`src/rtl/expr_tt_sweeper.sv`:
```
// Exhaustive truth-table sweeper: walks vec_out_o over all 2^N_IN vectors, samples f_in_i
// after SETTLE_CYCLES, and compares against a golden table. Optional macro: TT_EARLY_ABORT_EN.
module expr_tt_sweeper #(
    parameter int N_IN          = 5,
    parameter int SETTLE_CYCLES = 1
) (
    input  logic                    clk_i,
    input  logic                    rst_i,
    input  logic                    start_i,
    input  logic [(1<<N_IN)-1:0]    expected_tt_i,
    output logic [N_IN-1:0]         vec_out_o,
    input  logic                    f_in_i,
    output logic                    busy_o,
    output logic                    done_o,
    output logic                    pass_o,
    output logic [(1<<N_IN)-1:0]    captured_tt_o,
    output logic [N_IN:0]           mismatch_count_o,
    output logic                    first_fail_valid_o,
    output logic [N_IN-1:0]         first_fail_idx_o
);
    localparam int NV    = 1 << N_IN;
    localparam int CNT_W = (SETTLE_CYCLES > 1) ? $clog2(SETTLE_CYCLES) : 1;
    localparam logic [CNT_W-1:0] CNT_LAST = CNT_W'(SETTLE_CYCLES - 1);
    localparam logic [N_IN-1:0]  IDX_LAST = '1;

    typedef enum logic [1:0] {IDLE, RUN, DONE} state_t;

    state_t            state_q;
    logic [NV-1:0]     exp_q;
    logic [NV-1:0]     cap_q;
    logic [N_IN:0]     mcnt_q;
    logic              ffv_q;
    logic [N_IN-1:0]   ffi_q;
    logic [N_IN-1:0]   idx_q;
    logic [CNT_W-1:0]  cnt_q;
    logic              busy_q;
    logic              done_q;
    logic              pass_q;

    logic sample_d;
    logic mis_d;
    logic stop_d;

    assign sample_d = (state_q == RUN) && (cnt_q == CNT_LAST);
    assign mis_d    = f_in_i != exp_q[idx_q];
`ifdef TT_EARLY_ABORT_EN
    assign stop_d   = (idx_q == IDX_LAST) || mis_d;
`else
    assign stop_d   = (idx_q == IDX_LAST);
`endif

    always_ff @(posedge clk_i) begin
        if (rst_i) begin
            state_q <= IDLE;
            exp_q   <= '0;
            cap_q   <= '0;
            mcnt_q  <= '0;
            ffv_q   <= 1'b0;
            ffi_q   <= '0;
            idx_q   <= '0;
            cnt_q   <= '0;
            busy_q  <= 1'b0;
            done_q  <= 1'b0;
            pass_q  <= 1'b0;
        end else begin
            case (state_q)
                IDLE, DONE: begin
                    if (start_i) begin
                        exp_q   <= expected_tt_i;
                        cap_q   <= '0;
                        mcnt_q  <= '0;
                        ffv_q   <= 1'b0;
                        ffi_q   <= '0;
                        pass_q  <= 1'b0;
                        idx_q   <= '0;
                        cnt_q   <= '0;
                        busy_q  <= 1'b1;
                        done_q  <= 1'b0;
                        state_q <= RUN;
                    end
                end
                RUN: begin
                    if (!sample_d) begin
                        cnt_q <= cnt_q + 1'b1;
                    end else begin
                        cap_q[idx_q] <= f_in_i;
                        cnt_q        <= '0;
                        if (mis_d) begin
                            mcnt_q <= mcnt_q + 1'b1;
                            if (!ffv_q) begin
                                ffv_q <= 1'b1;
                                ffi_q <= idx_q;
                            end
                        end
                        // pass must account for the vector sampled on this very edge
                        if (stop_d) begin
                            busy_q  <= 1'b0;
                            done_q  <= 1'b1;
                            pass_q  <= (mcnt_q == '0) && !mis_d;
                            state_q <= DONE;
                        end else begin
                            idx_q <= idx_q + 1'b1;
                        end
                    end
                end
                default: state_q <= IDLE;
            endcase
        end
    end

    // vec_out tracks idx directly so the driven vector and the sampled index never diverge
    assign vec_out_o          = idx_q;
    assign busy_o             = busy_q;
    assign done_o             = done_q;
    assign pass_o             = pass_q;
    assign captured_tt_o      = cap_q;
    assign mismatch_count_o   = mcnt_q;
    assign first_fail_valid_o = ffv_q;
    assign first_fail_idx_o   = ffi_q;
endmodule

```
`config.mk`:
```
export PLATFORM = sky130hd
export DESIGN_NAME = expr_tt_sweeper
export DESIGN_NICKNAME = d
export VERILOG_FILES = /design/src/rtl/expr_tt_sweeper.sv
export SDC_FILE = /design/constraint.sdc
export NUM_CORES = 1
export LEC_CHECK = 0
export ABC_AREA = 1
export CORE_MARGIN = 1
export CORE_UTILIZATION = 40
export CTS_CLUSTER_SIZE = 25
export DETAILED_ROUTE_END_ITERATION = 8
export MAX_ROUTING_LAYER = met4
export PLACE_DENSITY = 0.61
export SYNTH_ARGS = -nofsm -noshare
export SYNTH_HDL_FRONTEND = slang
export SYNTH_SLANG_ARGS = --single-unit
```
`constraint.sdc`:
```
create_clock -name clk_i -period 4.7 [get_ports clk_i]
set_clock_uncertainty 0.05 [all_clocks]
set_input_delay 0.47 -clock clk_i [delete_from_list [all_inputs] [get_ports clk_i]]
set_output_delay 0.47 -clock clk_i [all_outputs]
set_load 0.01 [all_outputs]
```
**Word-level counts from Yosys, hierarchy flattened**

Cells that the tools add are included.

- Register bits: 87
- Input port bits: 36
- Output and inout bits: 52

- $add $sub $neg: 3
- Order comparisons: 2
- Eq/ne operators: 10
- Muxes and demuxes: 40
- Bitwise logic cells: 1
- Reductions and logical operators: 16

Operators with widths:

| cell | count |
|---|---|
| $mux 32 | 2 |
| $pmux 32 s2 | 1 |
| $bwmux 32 | 1 |
| $mux 5 | 6 |
| $pmux 5 s2 | 2 |
| $mux 6 | 3 |
| $mux 1 | 13 |
| $ne 2x2->1 const B | 6 |
| $pmux 6 s2 | 1 |
| $reduce_and 4->1 | 3 |
| $pmux 1 s2 | 5 |
| $add 6x1->6 const B | 1 |
| $logic_not 6->1 | 1 |
| $lt 5x6->1 const B | 1 |
| $mux 2 | 3 |
| $reduce_and 3->1 | 2 |
| $add 5x1->5 const B | 1 |
| $bmux 1 s5 | 1 |
| $demux 1 s5 | 1 |
| $eq 5x5->1 const B | 1 |
| $ge 5x1->1 const B | 1 |
| $reduce_and 5->1 | 1 |
| $pmux 2 s2 | 1 |
| $reduce_and 2->1 | 2 |
| 10 further kinds | 12 |

**Longest topological paths before layout**

Gate-level depths: netlist of the first run.

- Word-level depth: 8
- Depth in mapped cells: 14

**Least setup slack after synthesis of the first run**

No wires, ideal clock.

- Path type: reg-to-reg
- Start point: reg idx_q[0] (netlist: vec_out_o[0])
- End point: reg idx_q[3] (netlist: vec_out_o[3])
- Data arrival time: 1.913 ns
- Required time: 4.536 ns
- Setup slack: 2.623 ns
- Stages on the path, launching flop included: 10
- Buffers on the path: 0
- Period minus slack after synthesis: 2.077 ns
- Path through: dfxtp_1 > ha_1 > nand2_1 > nor2_1 > ha_1 > o21ai_0 > nand2_1 > or4_1 > xor2_1 > nor2_1

- Longest elaborated chain between the ends: 4
- Elaborated cells between the ends (all ways): 7

RTL lines:

| element | line | source |
|---|---|---|
| from (decl) | 34 | `logic [N_IN-1:0] idx_q;` |
| from (signal assigned) | 102 | `idx_q <= idx_q + 1'b1;` |
| $add 5x1->5 | 102 |  |
| $mux 5 | 96 | `if (stop_d) begin` |
| $mux 5 | 83 | `if (!sample_d) begin` |
| $pmux 5 s2 | 66 | `case (state_q)` |

Several ways; a longest one is shown, not always the timed one. The select of a mux whose other input is x is not followed.
A chain may end at the register's enable or synchronous reset.

**Worst setup path in the final report of the first run**

- Start point: reg state_q[0]
- End point: reg pass_q (netlist: pass_o)

- Longest elaborated chain between the ends: 4
- Elaborated cells between the ends (all ways): 11

RTL lines:

| element | line | source |
|---|---|---|
| from (decl) | 28 | `state_t state_q;` |
| from (signal assigned) | 54 | `state_q <= IDLE;` |
| from (signal assigned) | 79 | `state_q <= RUN;` |
| from (signal assigned) | 100 | `state_q <= DONE;` |
| $eq 2x2->1 (tied with other cells) | 66 |  |
| $reduce_or 2->1 or $logic_and 1x1->1 (tied branches) | 66, 44 |  |
| $ne 2x2->1 (no line) or $reduce_bool 2->1 (tied branches) | - |  |
| $reduce_and 4->1 (no line) | - |  |
| to (signal assigned) | 99 | `pass_q <= (mcnt_q == '0) && !mis_d;` |
| to (decl) | 38 | `logic pass_q;` |

Several ways; a longest one is shown, not always the timed one.

==> impl_metrics.env, run 1 <==
export IMPL_finalSetupTns_ns=0
export IMPL_crit_path_end_kind="flop"
export IMPL_slew_headroom_pct=46.2
export IMPL_path_clk_slew_ns=0.08
export IMPL_avgSynthCellArea_um2=6.89
export IMPL_start_kind="flop"
export IMPL_cts_tree="done"
export IMPL_met1_usage_pct=27.1
export IMPL_ys_types=29
export IMPL_worst_setup_path_type="flop to flop"
export IMPL_port_buffer_count=87
export IMPL_diodes=0
export IMPL_initial_core_util_pct=41.7
export IMPL_final_cell_mix="nand2_1, dfxtp_1, clkdlybuf4s50_1, a21oi_1, o21ai_0"
export IMPL_hp_class="flop to flop"
export IMPL_cts_path_max_buffers=2
export IMPL_vias=3973
export IMPL_antenna_found_initial=0
export IMPL_core_area_um2=9910
export IMPL_io_pins=88
export IMPL_power_mw=1.49
export IMPL_synth_area_um2=4130
export IMPL_layout_drive_gt1_share_pct=5.37
export IMPL_use_met2_pct=33.0
export IMPL_final_hold_viol_count=0
export IMPL_drc=0
export IMPL_max_freq_mhz=377
export IMPL_postRouteAntennaNets=0
export IMPL_firstDrtPassIters=5
export IMPL_worst_slack_ns=2.05
export IMPL_post_cts_buffers=0
export IMPL_required_ns=4.93
export IMPL_die_area_um2=10700
export IMPL_dp_hpwl_um=7000
export IMPL_grt_max_degree=67
export IMPL_cts_buffers=9
export IMPL_syn2layout_area_growth_pct=25.2
export IMPL_yosys_register_bits=87
export IMPL_drt_iter0_drc=203
export IMPL_routed_wl_um=10400
export IMPL_grt_use_total_pct=20.6
export IMPL_ir_drop_uv=141
export IMPL_overflow=0
export IMPL_tightest_slew_ns=0.807
export IMPL_place_congestion=0.832
export IMPL_dpl_worst_slack_ns=2.02
export IMPL_power_density_nw_per_um2=288
export IMPL_rows=36
export IMPL_yosysSeqAreaShare_pct=42.2
export IMPL_fin_nets=709
export IMPL_wire_per_inst_um=12.9
export IMPL_met3_usage_pct=3.34
export IMPL_finalSetupViolations=0
export IMPL_cts_resized=0
export IMPL_synth_nets=643
export IMPL_worstPathArrival_ns=2.88
export IMPL_ys_warn_count=0
export IMPL_clock_latency_ns=0.35
export IMPL_rsz0062_at_grt="no"
export IMPL_period_share_pct=56.4
export IMPL_total_leakage_power_nw=1.97
export IMPL_cts_max_level=3
export IMPL_slew_violations=0
export IMPL_regToRegSetupSlack_ns=2.05
export IMPL_cts_sinks=87
export IMPL_die_width_um=104
export IMPL_dpl_cell_area_um2=5010
export IMPL_cts_root_buf="clkbuf_8"
export IMPL_grt_pass1_vias=3688
export IMPL_busiest_layer="met2"
export IMPL_postCtsHoldBufs=0
export IMPL_grt_pass1_wl_um=17800
export IMPL_crit_fanout=47
export IMPL_syn_instance_count=600
export IMPL_post_route_util_pct=52.2
export IMPL_final_common_cell="nand2_1"
export IMPL_drv_cap=0
export IMPL_vias_per_cell=4.95
export IMPL_die_h_um=104
export IMPL_postLayoutCellArea_um2=5170
export IMPL_status="finished clean"
export IMPL_min_period_ns=2.65
-- worst paths after layout --
check                                 from       end  cells past startpoint
worst max-delay path            state_q[0]    pass_o                      9
worst min-delay path              exp_q[5]  exp_q[5]                      2
worst min register to register    exp_q[5]  exp_q[5]                      2
worst max register to register  state_q[0]    pass_o                      9
-- metal layers --
layer	wire length (um)	up-vias
met4	113	0
met3	328	13
met1	5090	1814
met2	4830	86
met5	0	-
li1	-	2060
-- cells in the mapped netlist --
library cell | n | share of area, %
buf_12 | 1 | 0.48
nor3_1 | 2 | 0.24
nand3_1 | 19 | 2.3
nand3_2 | 4 | 0.97
or4_1 | 1 | 0.18
nand2_1 | 147 | 13
dfxtp_1 | 87 | 42
a211oi_1 | 4 | 0.73
inv_2 | 4 | 0.36
clkbuf_1 | 22 | 2.0
nor2_1 | 53 | 4.8
o21ai_1 | 2 | 0.24
nor3b_1 | 2 | 0.36
buf_1 | 2 | 0.18
inv_1 | 60 | 5.5
nand4_1 | 11 | 1.7
buf_2 | 6 | 0.73
buf_4 | 2 | 0.36
nor2_4 | 1 | 0.27
nor2_2 | 2 | 0.30
a21oi_1 | 81 | 9.8
a21oi_2 | 1 | 0.21
xor2_1 | 3 | 0.64
xnor2_1 | 1 | 0.21
buf_6 | 3 | 0.82
ha_1 | 7 | 2.1
nand2_2 | 4 | 0.61
o21ai_0 | 67 | 8.1
a211oi_2 | 1 | 0.30
-- flip-flops by register name, summed over array words and instances, names as in the netlist --
signal / flops
busy_o: 1
first_fail_idx_o: 5
pass_o: 1
mismatch_count_o: 6
first_fail_valid_o: 1
cnt_q: 1
exp_q: 32
vec_out_o: 5
state_q: 2
captured_tt_o: 32
done_o: 1
-- per-stage QoR --
step,hold WS [ns],instances
after floorplan,0.374,600
after global placement,0.388,788
after detailed placement,0.397,788
after CTS,0.409,803
after global routing,0.426,803
final,0.405,803
-- report_power, final --
part           internal, mW  switching (mW)
Sequential            0.765          0.0189
Clock                 0.204           0.258
Combinational        0.0893           0.153
Total                  1.06           0.430
-- kinds of logic after synthesis --
kind of cell,share of synthesized area (%)
DFF,42.2
buffers and inverters,10.4
xor gates and xnor gates,0.848
AOI/OAI and AO/OA,19.4
and+or+nand+nor,25.1
adders and majority gates,2.12
-- critical path, cell delays in order (launching register included) --
cell	delay [ns]
dfxtp_1	0.39
inv_2	0.06
nor2_4	0.37
inv_2	0.37
o21ai_2	0.20
buf_4	0.40
o21ai_1	0.27
nor2_1	0.18
nand4_1	0.12
a21oi_1	0.13
-- area by class of cell --
| cell class | count | area (um^2) |
|---|---|---|
| clock buffers | 12 | 145 |
| clock inverters | 3 | 20.0 |
| fillers | 1027 | 4740 |
| inverters | 64 | 240 |
| multi-input cells | 413 | 1960 |
| flip-flops and latches | 87 | 1740 |
| well taps | 133 | 166 |
| repair buffers | 91 | 896 |
No activity file was read; power rests on OpenSTA's default activity.
==> run 2: changes to the inputs <==
Settings changed: PLACE_DENSITY 0.61 to 0.64.
Clock period 4.7 ns to 2.4 ns, I/O delays scaled along.
==> run 2 against run 1 <==
Compared with the run above: final cell count rose by 1.0%; core utilization rose by 0.77 points; sequential share of layout area fell by 0.49 points; via count rose by 0.50%; total power rose by 99%; critical path depth did not move; critical path type unchanged; critical endpoint is now vec_out_o[3].
==> impl_metrics.env, run 2 (synthesis gave the netlist of run 1 again) <==
export IMPL_status="finished clean"
export IMPL_postLayoutCellArea_um2=5250
export IMPL_whs_path_depth=4
export IMPL_drv_cap=0
export IMPL_syn2layout_area_growth_pct=27.1
export IMPL_path_clk_slew_ns=0.08
export IMPL_core_area_um2=9910
export IMPL_total_leakage_power_nw=2.02
export IMPL_port_buffer_count=87
export IMPL_postCtsHoldBufs=0
export IMPL_worst_setup_path_type="flop to flop"
export IMPL_dpl_worst_slack_ns=0.326
export IMPL_cts_buffers=9
export IMPL_clock_latency_ns=0.34
export IMPL_crit_path_end_kind="flop"
export IMPL_layout_drive_gt1_share_pct=6.49
export IMPL_routed_wl_um=10600
export IMPL_cts_tree="done"
export IMPL_grt_use_total_pct=21.6
export IMPL_dp_hpwl_um=7240
export IMPL_holdWs_ns=0.307
export IMPL_crit_fanout=5
export IMPL_die_h_um=104
export IMPL_slowest_delay_ns=0.41
export IMPL_worst_slack_ns=0.293
export IMPL_finalSetupTns_ns=0
export IMPL_period_share_pct=87.8
export IMPL_dpl_cell_area_um2=5070
export IMPL_p_seq_share_pct=51.4
export IMPL_cts_root_buf="clkbuf_8"
export IMPL_min_period_ns=2.11
export IMPL_die_area_um2=10700
export IMPL_drt_iter0_drc=175
export IMPL_die_width_um=104
export IMPL_cts_resized=0
export IMPL_comb_power_share_pct=17.1
export IMPL_cts_sinks=87
export IMPL_initial_core_util_pct=41.7
export IMPL_place_congestion=0.844
export IMPL_tightest_slew_ns=0.571
export IMPL_rows=36
export IMPL_rr_startpoint="vec_out_o[0]"
export IMPL_seq_area_um2=1740
export IMPL_antenna_found_initial=0
export IMPL_regToRegSetupSlack_ns=0.29
export IMPL_p_int_mw=2.12
export IMPL_startpoint="vec_out_o[0]"
export IMPL_cp_slowest_cell="or4_1"
export IMPL_ir_drop_uv=266
export IMPL_required_ns=2.63
export IMPL_p_switching_mw=0.846
export IMPL_power_density_nw_per_um2=565
export IMPL_vias_per_cell=4.92
export IMPL_r2r_cells=9
export IMPL_fill_cells=1016
export IMPL_diodes=0
export IMPL_cts_max_level=3
export IMPL_power_frac_clock_pct=31.5
export IMPL_fin_nets=716
export IMPL_rsz0062_at_grt="no"
export IMPL_slew_headroom_pct=62.0
export IMPL_worstPathArrival_ns=2.34
export IMPL_grt_pass1_wl_um=18500
export IMPL_endpoint="vec_out_o[3]"
export IMPL_grt_pass1_vias=3962
export IMPL_path_cells="ha_1 -> nand2_1 -> nor2_1 -> ha_1 -> o21ai_0 -> nand2_1 -> or4_1 -> xor2_1 -> nor2_1"
export IMPL_cts_path_max_buffers=2
export IMPL_max_freq_mhz=475
export IMPL_vias=3993
export IMPL_multi_input_area_um2=1960
export IMPL_hp_class="primary input to flop"
export IMPL_drc=0
export IMPL_finalSetupViolations=0
export IMPL_overflow=0
export IMPL_start_kind="flop"
export IMPL_firstDrtPassIters=4
export IMPL_final_hold_viol_count=0
export IMPL_grt_max_degree=65
export IMPL_wire_per_inst_um=13.0
export IMPL_r2r_end="vec_out_o[3]"
export IMPL_swShare_pct=28.5
export IMPL_final_cell_mix="nand2_1, dfxtp_1, clkdlybuf4s50_1, a21oi_1, o21ai_0"
export IMPL_slew_violations=0
export IMPL_io_pins=88
export IMPL_post_cts_buffers=0
export IMPL_power_mw=2.97
export IMPL_final_common_cell="nand2_1"
export IMPL_postRouteAntennaNets=0
==> run 2: stage by stage <==
step | util (%) | cells
final | 53.0 | 811
after global routing | 53.0 | 811
after CTS | 53.0 | 811
after detailed placement | 51.2 | 795
after global placement | 51.2 | 795
after floorplan | - | 600
==> run 2: final cells by class <==
type                       count  area share, %
multi-input combinational    413           37.4
sequential                    87           33.2
timing repair buffer          98           18.3
inverter                      64           4.58
tap                          133           3.17
clock buffer                  13           3.03
clock inverter                 3          0.334
==> run 2: power groups by stage <==
stage / Clock (mW) / Sequential [mW] / Combinational [mW]
3_3_place_gp: 0 / 1.56 / 0.504
6_report: 0.933 / 1.53 / 0.508
4_1_cts: 0.960 / 1.53 / 0.511
3_5_place_dp: 0 / 1.56 / 0.509
5_1_grt: 1.02 / 1.53 / 0.575
2_1_floorplan: 0 / 1.56 / 0.338
==> run 2: per-layer routing <==
metal,share of wire [%],track usage (%)
met1,48,28.0
met2,47,33.7
met3,3.4,2.52
met4,0.98,9.63
met5,0,-
==> run 2: how the worst min path moves through the flow <==
| stage | start | to | slack, ns |
|---|---|---|---|
| after CTS | rst_i | exp_q[15] | 0.30 |
| final | rst_i | exp_q[15] | 0.31 |
| after floorplan | expected_tt_i[21] | exp_q[21] | 0.32 |
| after global routing | rst_i | exp_q[15] | 0.34 |
| after global placement | exp_q[20] | exp_q[20] | 0.39 |
| after detailed placement | exp_q[20] | exp_q[20] | 0.39 |
==> run 2: worst max-delay path, delay by kind of cell, from the launching register on <==
| family | cells | cell delay [ns] |
|---|---|---|
| AOI/OAI and AO/OA | 1 | 0.21 |
| adders and majority gates | 2 | 0.42 |
| xor gates and xnor gates | 1 | 0.16 |
| DFF | 1 | 0.37 |
| and+or+nand+nor | 5 | 0.83 |
==> run 3: changes to the inputs <==
Settings changed: ABC_CLOCK_PERIOD_IN_PS from default to 2400, RECOVER_POWER from default to 50.
==> run 3 against run 2 <==
Compared with the run above: maximum frequency shrank 0.19%; register-to-register slack is essentially flat; hold slack lost 0.0055 ns; cell area is the same; core utilization is the same; clock power is essentially flat; worst setup slack lost 0.0040 ns; sequential power is essentially flat; final cell count is the same; combinational power is essentially flat; critical endpoint unchanged; largest power group unchanged.
==> impl_metrics.env, run 3 (synthesis gave the netlist of run 1 again) <==
export IMPL_tightest_slew_ns=0.564
export IMPL_core_area_um2=9910
export IMPL_postRouteAntennaNets=0
export IMPL_diodes=0
export IMPL_slew_violations=0
export IMPL_place_congestion=0.844
export IMPL_total_leakage_power_nw=2.15
export IMPL_cts_root_buf="clkbuf_8"
export IMPL_cts_max_level=3
export IMPL_worst_slack_ns=0.289
export IMPL_final_cells=811
export IMPL_dpl_worst_slack_ns=0.326
export IMPL_grt_pass1_vias=3962
export IMPL_port_buffer_count=87
export IMPL_final_cell_mix="nand2_1, dfxtp_1, a21oi_1, o21ai_0, inv_1"
export IMPL_start_kind="flop"
export IMPL_io_pins=88
export IMPL_finalSetupViolations=0
export IMPL_p_switching_mw=0.845
export IMPL_layout_drive_gt1_share_pct=6.49
export IMPL_slowest_delay_ns=0.42
export IMPL_initial_core_util_pct=41.7
export IMPL_dp_hpwl_um=7240
export IMPL_cts_sinks=87
export IMPL_cts_tree="done"
export IMPL_worstPathArrival_ns=2.31
export IMPL_p_seq_share_pct=51.5
export IMPL_hp_class="primary input to flop"
export IMPL_finalSetupTns_ns=0
export IMPL_wire_per_inst_um=13.1
export IMPL_grt_max_degree=65
export IMPL_min_period_ns=2.11
export IMPL_cts_resized=0
export IMPL_die_h_um=104
export IMPL_status="finished clean"
export IMPL_overflow=0
export IMPL_slew_headroom_pct=62.4
export IMPL_vias_per_cell=4.91
export IMPL_grt_pass1_wl_um=18500
export IMPL_crit_path_end_kind="flop"
export IMPL_vias=3985
export IMPL_grt_use_total_pct=21.6
export IMPL_path_clk_slew_ns=0.08
export IMPL_crit_fanout=5
export IMPL_required_ns=2.60
export IMPL_dpl_cell_area_um2=5070
export IMPL_routed_wl_um=10600
export IMPL_path_cells="ha_1 -> nand2_1 -> nor2_1 -> ha_1 -> o21ai_0 -> nand2_1 -> or4_1 -> xor2_1 -> nor2_1"
export IMPL_period_share_pct=88.0
export IMPL_ir_drop_uv=267
export IMPL_power_density_nw_per_um2=564
export IMPL_firstDrtPassIters=4
export IMPL_cp_slowest_cell="or4_1"
export IMPL_post_cts_buffers=0
export IMPL_final_common_cell="nand2_1"
export IMPL_fin_nets=716
export IMPL_drt_iter0_drc=190
export IMPL_fill_cells=1016
export IMPL_regToRegSetupSlack_ns=0.29
export IMPL_drc=0
export IMPL_final_hold_viol_count=0
export IMPL_comb_power_share_pct=17.1
export IMPL_rsz0062_at_grt="no"
export IMPL_drv_cap=0
export IMPL_cts_buffers=9
export IMPL_power_frac_clock_pct=31.4
export IMPL_p_int_mw=2.12
export IMPL_postLayoutCellArea_um2=5250
export IMPL_swShare_pct=28.5
export IMPL_antenna_found_initial=0
export IMPL_dp_cells=795
export IMPL_max_freq_mhz=474
export IMPL_clock_latency_ns=0.35
export IMPL_rows=36
export IMPL_cts_path_max_buffers=2
export IMPL_postCtsHoldBufs=0
export IMPL_syn2layout_area_growth_pct=27.1
export IMPL_die_area_um2=10700
export IMPL_worst_setup_path_type="flop to flop"
export IMPL_die_width_um=104
run 3: cell count changes in the layout (fill, tap and decap cells not counted):
cell and delta:
clkdlybuf4s50_1 -38, dlygate4sd3_1 +38
run 3: layout make-up:
cell class	count	area, um^2	share of cell area (%)
multi-input cells	413	1960	37.4
flip-flops and latches	87	1740	33.2
repair buffers	98	961	18.3
inverters	64	240	4.58
well taps	133	166	3.17
clock buffers	13	159	3.03
clock inverters	3	17.5	0.334
run 3: final timing paths:
kind	depth (start not counted)	from	endpoint
hold / removal	4	rst_i	exp_q[15]
setup / recovery	9	vec_out_o[0]	vec_out_o[3]
hold reg to reg	2	exp_q[20]	exp_q[20]
setup reg to reg	9	vec_out_o[0]	vec_out_o[3]
run 3: critical path: cells and delay by family, from the launching register on:
| kind | cells | cell delay, ns |
|---|---|---|
| compound gates | 1 | 0.21 |
| xor+xnor | 1 | 0.16 |
| fa+ha+maj | 2 | 0.43 |
| flops | 1 | 0.37 |
| simple gates | 5 | 0.80 |
run 3: power groups by stage:
stage          clock network (mW)  registers, mW  logic (mW)
2_1_floorplan                   0           1.56       0.338
6_report                    0.931           1.53       0.506
4_1_cts                     0.960           1.53       0.511
3_5_place_dp                    0           1.56       0.509
5_1_grt                      1.02           1.53       0.573
3_3_place_gp                    0           1.56       0.504
run 3: metrics by stage:
step | util [%] | power [mW] | hold slack [ns]
6_report | 53.0 | 2.96 | 0.301
5_1_grt | 53.0 | 3.13 | 0.341
4_1_cts | 53.0 | 3.00 | 0.299
3_5_place_dp | 51.2 | 2.07 | 0.392
3_3_place_gp | 51.2 | 2.06 | 0.387
2_1_floorplan | - | 1.90 | 0.325
run 3: layer usage:
| metal | up-vias | track usage [%] | part of all wire, % |
|---|---|---|---|
| li1 | 2076 | - | - |
| met1 | 1811 | 28.0 | 48 |
| met2 | 87 | 33.7 | 47 |
| met3 | 11 | 2.52 | 3.4 |
| met4 | 0 | 9.63 | 1.2 |
| met5 | - | - | 0 |
